### src/rtl/flag_unit_pkg.sv
// Shared definitions for the NZCV flag unit: flag bit positions,
// multiply-tracker state encoding and the default multiplier latency.
package flag_unit_pkg;

    // Bit positions of the flags inside a 4-bit {N,Z,C,V} vector
    localparam int NZCV_N = 3;
    localparam int NZCV_Z = 2;
    localparam int NZCV_C = 1;
    localparam int NZCV_V = 0;

    // Default multiply latency and the counter width that covers 2..7
    localparam int MUL_LAT_DEFAULT = 3;
    localparam int CNT_W           = 3;

    typedef enum logic {
        MUL_IDLE    = 1'b0,
        MUL_PENDING = 1'b1
    } mulState_t;

endpackage

### src/rtl/flag_mul_tracker.sv
// Tracks one in-flight flag-setting multiply: the IDLE/PENDING state, the
// latency down-counter and whether a younger EX flag write has made the
// multiply's result stale.
module flag_mul_tracker
    import flag_unit_pkg::*;
#(
    parameter int MUL_LAT = MUL_LAT_DEFAULT
) (
    input  logic clk,
    input  logic rst_n,
    input  logic mulStart,     // accepted issue (already qualified by flush)
    input  logic mulAbort,     // cancel the pending multiply
    input  logic exWrite,      // younger EX instruction writes flags this cycle
    output logic mulPending,   // tracker is in PENDING
    output logic mulCommit,    // multiply result is the flag value this cycle
    output logic holdWindow    // a flag consumer must wait this cycle
);

    localparam logic [CNT_W-1:0] LOAD_VAL = CNT_W'(MUL_LAT - 1);
    localparam logic [CNT_W-1:0] CNT_ONE  = CNT_W'(1);

    mulState_t        stateQ, stateD;
    logic [CNT_W-1:0] cntQ, cntD;
    logic             supQ, supD;
    logic             completion;

    // The completion cycle is the last PENDING cycle (counter reached 1)
    assign completion = (stateQ == MUL_PENDING) && (cntQ == CNT_ONE);

    // State register: FSM state, latency counter and superseded bit
    always_ff @(posedge clk or negedge rst_n) begin
        if (!rst_n) begin
            stateQ <= MUL_IDLE;
            cntQ   <= '0;
            supQ   <= 1'b0;
        end else begin
            stateQ <= stateD;
            cntQ   <= cntD;
            supQ   <= supD;
        end
    end

    // Next-state logic; a start while PENDING is ignored, abort beats completion
    always_comb begin
        stateD = stateQ;
        cntD   = cntQ;
        supD   = supQ;
        case (stateQ)
            MUL_IDLE: begin
                if (mulStart) begin
                    stateD = MUL_PENDING;
                    cntD   = LOAD_VAL;
                    supD   = 1'b0;
                end
            end
            MUL_PENDING: begin
                if (mulAbort || completion) begin
                    stateD = MUL_IDLE;
                    cntD   = '0;
                    supD   = 1'b0;
                end else begin
                    if (cntQ > CNT_ONE) begin
                        cntD = cntQ - CNT_ONE;
                    end
                    if (exWrite) begin
                        supD = 1'b1;
                    end
                end
            end
            default: begin
                stateD = MUL_IDLE;
                cntD   = '0;
                supD   = 1'b0;
            end
        endcase
    end

    // Outputs: the result only lands if nothing younger wrote flags first
    always_comb begin
        mulPending = (stateQ == MUL_PENDING);
        mulCommit  = completion && !mulAbort && !supQ && !exWrite;
        holdWindow = mulPending && !completion && !supQ && !exWrite && !mulAbort;
    end

endmodule

### src/rtl/flag_unit.sv
// NZCV flag unit: architectural flag register with a combinational bypass
// from the EX stage and from a multi-cycle flag-setting multiply, plus the
// stall that holds a conditional branch until its flags are known.
module flag_unit
    import flag_unit_pkg::*;
#(
    parameter int MUL_LAT = MUL_LAT_DEFAULT
) (
    input  logic       clk,
    input  logic       rst_n,
    input  logic       ex_valid,
    input  logic       ex_set_flags,
    input  logic       ex_flush,
    input  logic [3:0] ex_nzcv,
    input  logic       mul_start,
    input  logic       mul_abort,
    input  logic [3:0] mul_nzcv,
    input  logic       id_uses_flags,
    output logic       negative,
    output logic       zero,
    output logic       carry_out,
    output logic       overflow,
    output logic       flag_stall,
    output logic       mul_pending
);

    logic [3:0] nzcvQ;
    logic [3:0] flagsBypass;
    logic       exWrite;
    logic       mulStartOk;
    logic       mulCommit;
    logic       holdWindow;
    logic       trackerPending;

    // A squashed EX instruction neither writes flags nor issues a multiply
    assign exWrite    = ex_valid && ex_set_flags && !ex_flush;
    assign mulStartOk = mul_start && !ex_flush;

    flag_mul_tracker #(
        .MUL_LAT(MUL_LAT)
    ) uTracker (
        .clk       (clk),
        .rst_n     (rst_n),
        .mulStart  (mulStartOk),
        .mulAbort  (mul_abort),
        .exWrite   (exWrite),
        .mulPending(trackerPending),
        .mulCommit (mulCommit),
        .holdWindow(holdWindow)
    );

    // Architectural flags: EX is younger than the multiply, so it wins
    always_ff @(posedge clk or negedge rst_n) begin
        if (!rst_n) begin
            nzcvQ <= 4'b0000;
        end else if (exWrite) begin
            nzcvQ <= ex_nzcv;
        end else if (mulCommit) begin
            nzcvQ <= mul_nzcv;
        end
    end

    // Bypass mux: forward this cycle's writer; force zeros while in reset
    always_comb begin
        flagsBypass = nzcvQ;
        if (exWrite) begin
            flagsBypass = ex_nzcv;
        end else if (mulCommit) begin
            flagsBypass = mul_nzcv;
        end
        if (!rst_n) begin
            flagsBypass = 4'b0000;
        end
    end

    assign negative    = flagsBypass[NZCV_N];
    assign zero        = flagsBypass[NZCV_Z];
    assign carry_out   = flagsBypass[NZCV_C];
    assign overflow    = flagsBypass[NZCV_V];
    assign flag_stall  = rst_n && id_uses_flags && holdWindow;
    assign mul_pending = trackerPending;

endmodule

### config.mk
export PLATFORM = sky130hd
export DESIGN_NAME = flag_unit
export DESIGN_NICKNAME = d
export VERILOG_FILES = /design/src/rtl/flag_unit_pkg.sv /design/src/rtl/flag_mul_tracker.sv /design/src/rtl/flag_unit.sv
export SDC_FILE = /design/constraint.sdc
export NUM_CORES = 1
export LEC_CHECK = 0
export CORE_MARGIN = 2
export CORE_UTILIZATION = 41
export DETAILED_ROUTE_END_ITERATION = 8
export GPL_ROUTABILITY_DRIVEN = 0
export GPL_TIMING_DRIVEN = 0
export PLACE_DENSITY = 0.76
export SYNTH_ARGS = -nofsm -noshare
export SYNTH_HDL_FRONTEND = slang
export SYNTH_SLANG_ARGS = --single-unit
export TNS_END_PERCENT = 5
### constraint.sdc
create_clock -name clk -period 1.8 [get_ports clk]
set_input_delay 0.36 -clock clk [delete_from_list [all_inputs] [get_ports clk]]
set_output_delay 0.36 -clock clk [all_outputs]
set_load 0.01 [all_outputs]
# == Word level (Yosys, flattened, before mapping) ==
# Cells that the tools add are included.
# W data, S select, Z words.
# word_totals
ff_bits,9
inputBits,16
word_cells,46
# op_classes
add_sub_neg,1
order_cmp,1
eq_ne,4
n_mux,14
bitwise_logic,1
reduce_logical,21
# op_table
op,count
$logic_and A1 B1 Y1,13
$mux W4,3
$mux W3,3
$pmux W3 S2,1
$logic_not A1 Y1,5
$mux W1,5
$pmux W1 S2,2
$reduce_and A2 Y1,2
$eq A3 B1 Y1 const B,1
$gt A3 B1 Y1 const B,1
$ne A3 B2 Y1 const B,1
$ne A3 B3 Y1 const B,1
$sub A3 B1 Y3 const B,1
$ne A2 B2 Y1 const B,1
$logic_or A1 B1 Y1,1
$not A1 Y1,1

# == Depth between registers and ports, before layout ==
# depth
depth_word,8
ltp_mapped,5

# == Modules after synthesis ==
# From an unflattened synthesis, not the netlist that was laid out.
# hier_totals
hier_cells,55
area_unflattened_um2,580.6
# modules_own_cells
mod,instances,cells_each,area_each_um2
flag_unit,1,26,292.8
flag_mul_tracker,1,29,287.8

# == Worst setup path before layout ==
# No wires, ideal clock.
# synth_timing
kind,register to output
start,register uTracker.cntQ[1]
end,output port carry_out
t_arrival_ps,1209
required_ps,1440
path_slack_ps,231
path_stages_with_launch,6
n_path_buf,0
cell_sequence,dfrtp_1 inv_1 ha_1 and4bb_1 a31oi_1 a21oi_1
# synth_between
elab_chain_cells,8
# synth_lines
item,line,text
from (decl),flag_mul_tracker.sv:23,"logic [CNT_W-1:0] cntQ, cntD;"
from (signal assigned),flag_mul_tracker.sv:38,cntQ <= cntD;
$eq A3 B1 Y1,flag_mul_tracker.sv:28,assign completion = (stateQ == MUL_PENDING) && (cntQ == CNT_ONE);
$logic_and A1 B1 Y1,flag_mul_tracker.sv:28,
$logic_and A1 B1 Y1 (3 in a row),flag_mul_tracker.sv:81,mulCommit = completion && !mulAbort && !supQ && !exWrite;
$mux W4,-,
$mux W4,flag_unit.sv:66,if (exWrite) begin
$mux W4,flag_unit.sv:71,if (!rst_n) begin
to (decl),flag_unit.sv:21,"output logic carry_out,"
# No other way between the ends.

# == Worst setup path after layout ==
# layout_timing
start,register uTracker.cntQ[1]
end,output port negative
# layout_between
elab_chain_cells,8
# layout_lines
item,line,text
$eq A3 B1 Y1,flag_mul_tracker.sv:28,
$logic_and A1 B1 Y1,flag_mul_tracker.sv:28,
$logic_and A1 B1 Y1 (3 in a row),flag_mul_tracker.sv:81,
$mux W4,-,
$mux W4,flag_unit.sv:66,
$mux W4,flag_unit.sv:71,
to (decl),flag_unit.sv:19,"output logic negative,"
# No other way between the ends.

==> results <==
==> power by group through the flow <==
stage	logic (mW)	clock network, mW	registers, mW
after global routing	0.391	0.173	0.308
final	0.353	0.162	0.301
after detailed placement	0.274	0	0.297
after CTS	0.321	0.164	0.293
after floorplan	0.166	0	0.286
after global placement	0.266	0	0.293
==> cell type report <==
class                           instances  area, µm²
Clock buffer                            4      26.28
Fill cell                              97      355.3
Inverter                                7      26.28
Multi-Input combinational cell         48      380.4
Sequential cell                         9      225.2
Tap cell                               15      18.77
Timing Repair Buffer                   29      252.7
==> per-layer routing <==
layer,vias up,routed length (µm),track usage
met2,14,876,0.3594
li1,301,-,-
met4,0,14,0.1000
met1,291,704,0.2963
met5,-,0,0
met3,2,40,0.01630
==> cells in the final DEF (no fill, tap or decap) <==
master | netlist | routed
and3b_2 | 0 | 1
mux2i_1 | 1 | 1
o21ai_1 | 1 | 4
a22oi_1 | 1 | 1
dlygate4sd2_1 | 0 | 2
nor4_1 | 1 | 1
nand2_1 | 1 | 1
nor2b_1 | 3 | 3
nor2_1 | 5 | 5
buf_6 | 0 | 1
a21oi_2 | 0 | 2
buf_2 | 1 | 4
clkdlybuf4s15_2 | 0 | 1
clkbuf_4 | 0 | 3
or2_2 | 1 | 1
nand3b_1 | 1 | 1
o21ai_2 | 0 | 1
nand4bb_2 | 0 | 1
inv_2 | 0 | 1
o22ai_1 | 1 | 1
and2b_1 | 1 | 1
a31oi_2 | 0 | 1
a31oi_4 | 0 | 3
and4bb_2 | 0 | 1
inv_1 | 7 | 6
buf_4 | 0 | 7
dfrtp_1 | 9 | 9
ha_1 | 2 | 1
ha_4 | 0 | 1
o21ai_0 | 11 | 7
clkbuf_1 | 0 | 1
clkdlybuf4s15_1 | 0 | 1
clkdlybuf4s50_1 | 0 | 13
o32ai_1 | 1 | 1
o21ba_2 | 1 | 1
a21oi_1 | 9 | 7
==> what timing repair did <==
action,in CTS,in global routing
resized for setup,36,9
setup endpoints to repair,5,5
gates cloned,0,0
pin swaps,9,2
buffers inserted,7,1
==> critical path: stages, from the launching register on <==
cell and delay, ns:
dfrtp_1 0.39, inv_2 0.08, ha_4 0.14, and4bb_2 0.27, buf_6 0.14, a31oi_4 0.10
a21oi_2 0.14, buf_2 0.14
==> metrics by stage <==
step           instance area (µm²)  setup TNS (ns)
2_1_floorplan                555.5               0
3_3_place_gp                 784.5          -3.100
3_5_place_dp                 784.5          -3.291
4_1_cts                      904.6         -0.7987
5_1_grt                      929.6          -1.252
6_report                     929.6         -0.8931
==> sequential cells by signal, indices dropped and copies added, names as in the netlist <==
register             flops
nzcvQ                    4
uTracker.cntQ            3
uTracker.mulPending      1
uTracker.supQ            1
==> kinds of logic (layout without fill, tap and decap cells) <==
kind of cell	count (synthesis)	count (layout)	share of synthesized area
AOI/OAI and AO/OA	29	29	0.2928
and+or+nand+nor	16	16	0.1825
DFF	9	9	0.4054
buffers and inverters	8	40	0.05631
adders and majority gates	2	2	0.04504
muxes	1	1	0.01802
==> final timing paths <==
kind / slack, ns / startpoint / depth (start not counted) / end
max in group asynchronous: 1.29 / rst_n / 1 / nzcvQ[3]$_DFF_PN0_
min in group clk: 0.53 / nzcvQ[1]$_DFF_PN0_ / 2 / nzcvQ[1]$_DFF_PN0_
max: -0.23 / uTracker.cntQ[1]$_DFFE_PN0P_ / 7 / negative
min: 0.15 / rst_n / 1 / uTracker.cntQ[2]$_DFFE_PN0P_
min reg2reg: 0.53 / nzcvQ[1]$_DFF_PN0_ / 2 / nzcvQ[1]$_DFF_PN0_
max reg2reg: 0.40 / uTracker.cntQ[0]$_DFFE_PN0P_ / 5 / nzcvQ[3]$_DFF_PN0_
==> flow_summary.toml <==
[routing]
drc = 0
avgViaCountPerCell = 5.429
wl_per_cell_um = 14.61
via_count = 608
drt_iter0_drc = 4
wirelength_um = 1636
first_pass_iters = 3
postRouteAntennaNets = 0

[finish]
final_util = 0.7235
nNetsFinal = 116
synthToLayoutAreaGrowth_pct = 67.34
drive_gt1_frac = 0.3093
diodes = 0
finalNonFillerCells = 112

[outcome]
violations = "setup timing"
outcome = "finished, violations left"

[yosys]
syn_nets = 83
synth_top_area_share = 0.4054
yosysMostFrequentCell = "o21ai_0"
synth_flop_cell = "dfrtp_1"
synth.distinct_cells = 23
ys_warn_count = 0
synth_cells = 65
ys_seq_area_frac = 0.4054
async_reset_ff_frac = 1.000
synth_edf_count = 0
synth_top_area_cell = "dfrtp_1"
ys_seq_elements = 9
syn-mean-instance-area_um2 = 8.547
synth.cell_area_um2 = 555.5
synth_area_leaders = "dfrtp_1 41%, o21ai_0 9.9%, a21oi_1 8.1%"
synthTopCellsByCount = "11 x o21ai_0, 9 x a21oi_1, 9 x dfrtp_1, 7 x inv_1, 5 x nor2_1"

[pwr]
p_sw_frac = 0.3498
p_clk_frac = 0.199
max-vdd-ir-drop_v = 0.0006058
total_power_uw = 815.7
combPwrFrac = 0.432
p_int_uw = 530.4
pwr_density_cell_nw_per_um2 = 877.4
p_sw_uw = 285.3
p_leak_nw = 0.3860
seqPwrFrac = 0.369

[placed_design]
dp_hpwl_um = 1037
dp_cells = 101
port_buffers = 21
preCtsSetupSlack_ns = -0.7036

[setup_path]
path_max_fanout = 3
worst-setup-path-type = "reg -> out"
cp-start-kind = "flop"
required_ns = 1.44
arrival_ns = 1.67
endpoint_kind = "output port"

[clock_tree]
cts_tree = "done"
cts.clk_slew.worst_paths_ns = 0.07
clk_latency_ns = 0.26
cts-root-buf = "clkbuf_4"
cts_sinks = 9
cts.path.max_buffers = 2
cts_buffers = 3
hold_buffers = 0
cts-htree-levels = 1

[timing]
skew_ns = 0.001270
fmax_ghz = 0.4922
finalHoldViolations = 0
tightest_slew_ns = 0.5406
period_needed_ns = 2.032
rsz0062_at_grt = "true"
layout_setup_ws_ns = -0.2318
drv_slew = 0
min_period_over_period = 1.129
setup_viol = 5
slew_headroom = 0.6396
hold_slack_ns = 0.1484

[die]
core_um2 = 1285
fp.dieW_um = 40.81
die_y_um = 40.81
ioPinCount = 22
start_util = 0.4323
rows = 13
die_area_um2 = 1665

[grt]
grt_remaining_overflow = 0
grt_max_degree = 15
grt_use_total = 0.2213
grt_pass1_wl_um = 2366
antenna_found_initial = 0
grt_pass1_vias = 528

[job]
cap_viol_max_count = 0

[min_path]
holdCritPathClass = "in -> async"
(Power assumes the default switching activity.)
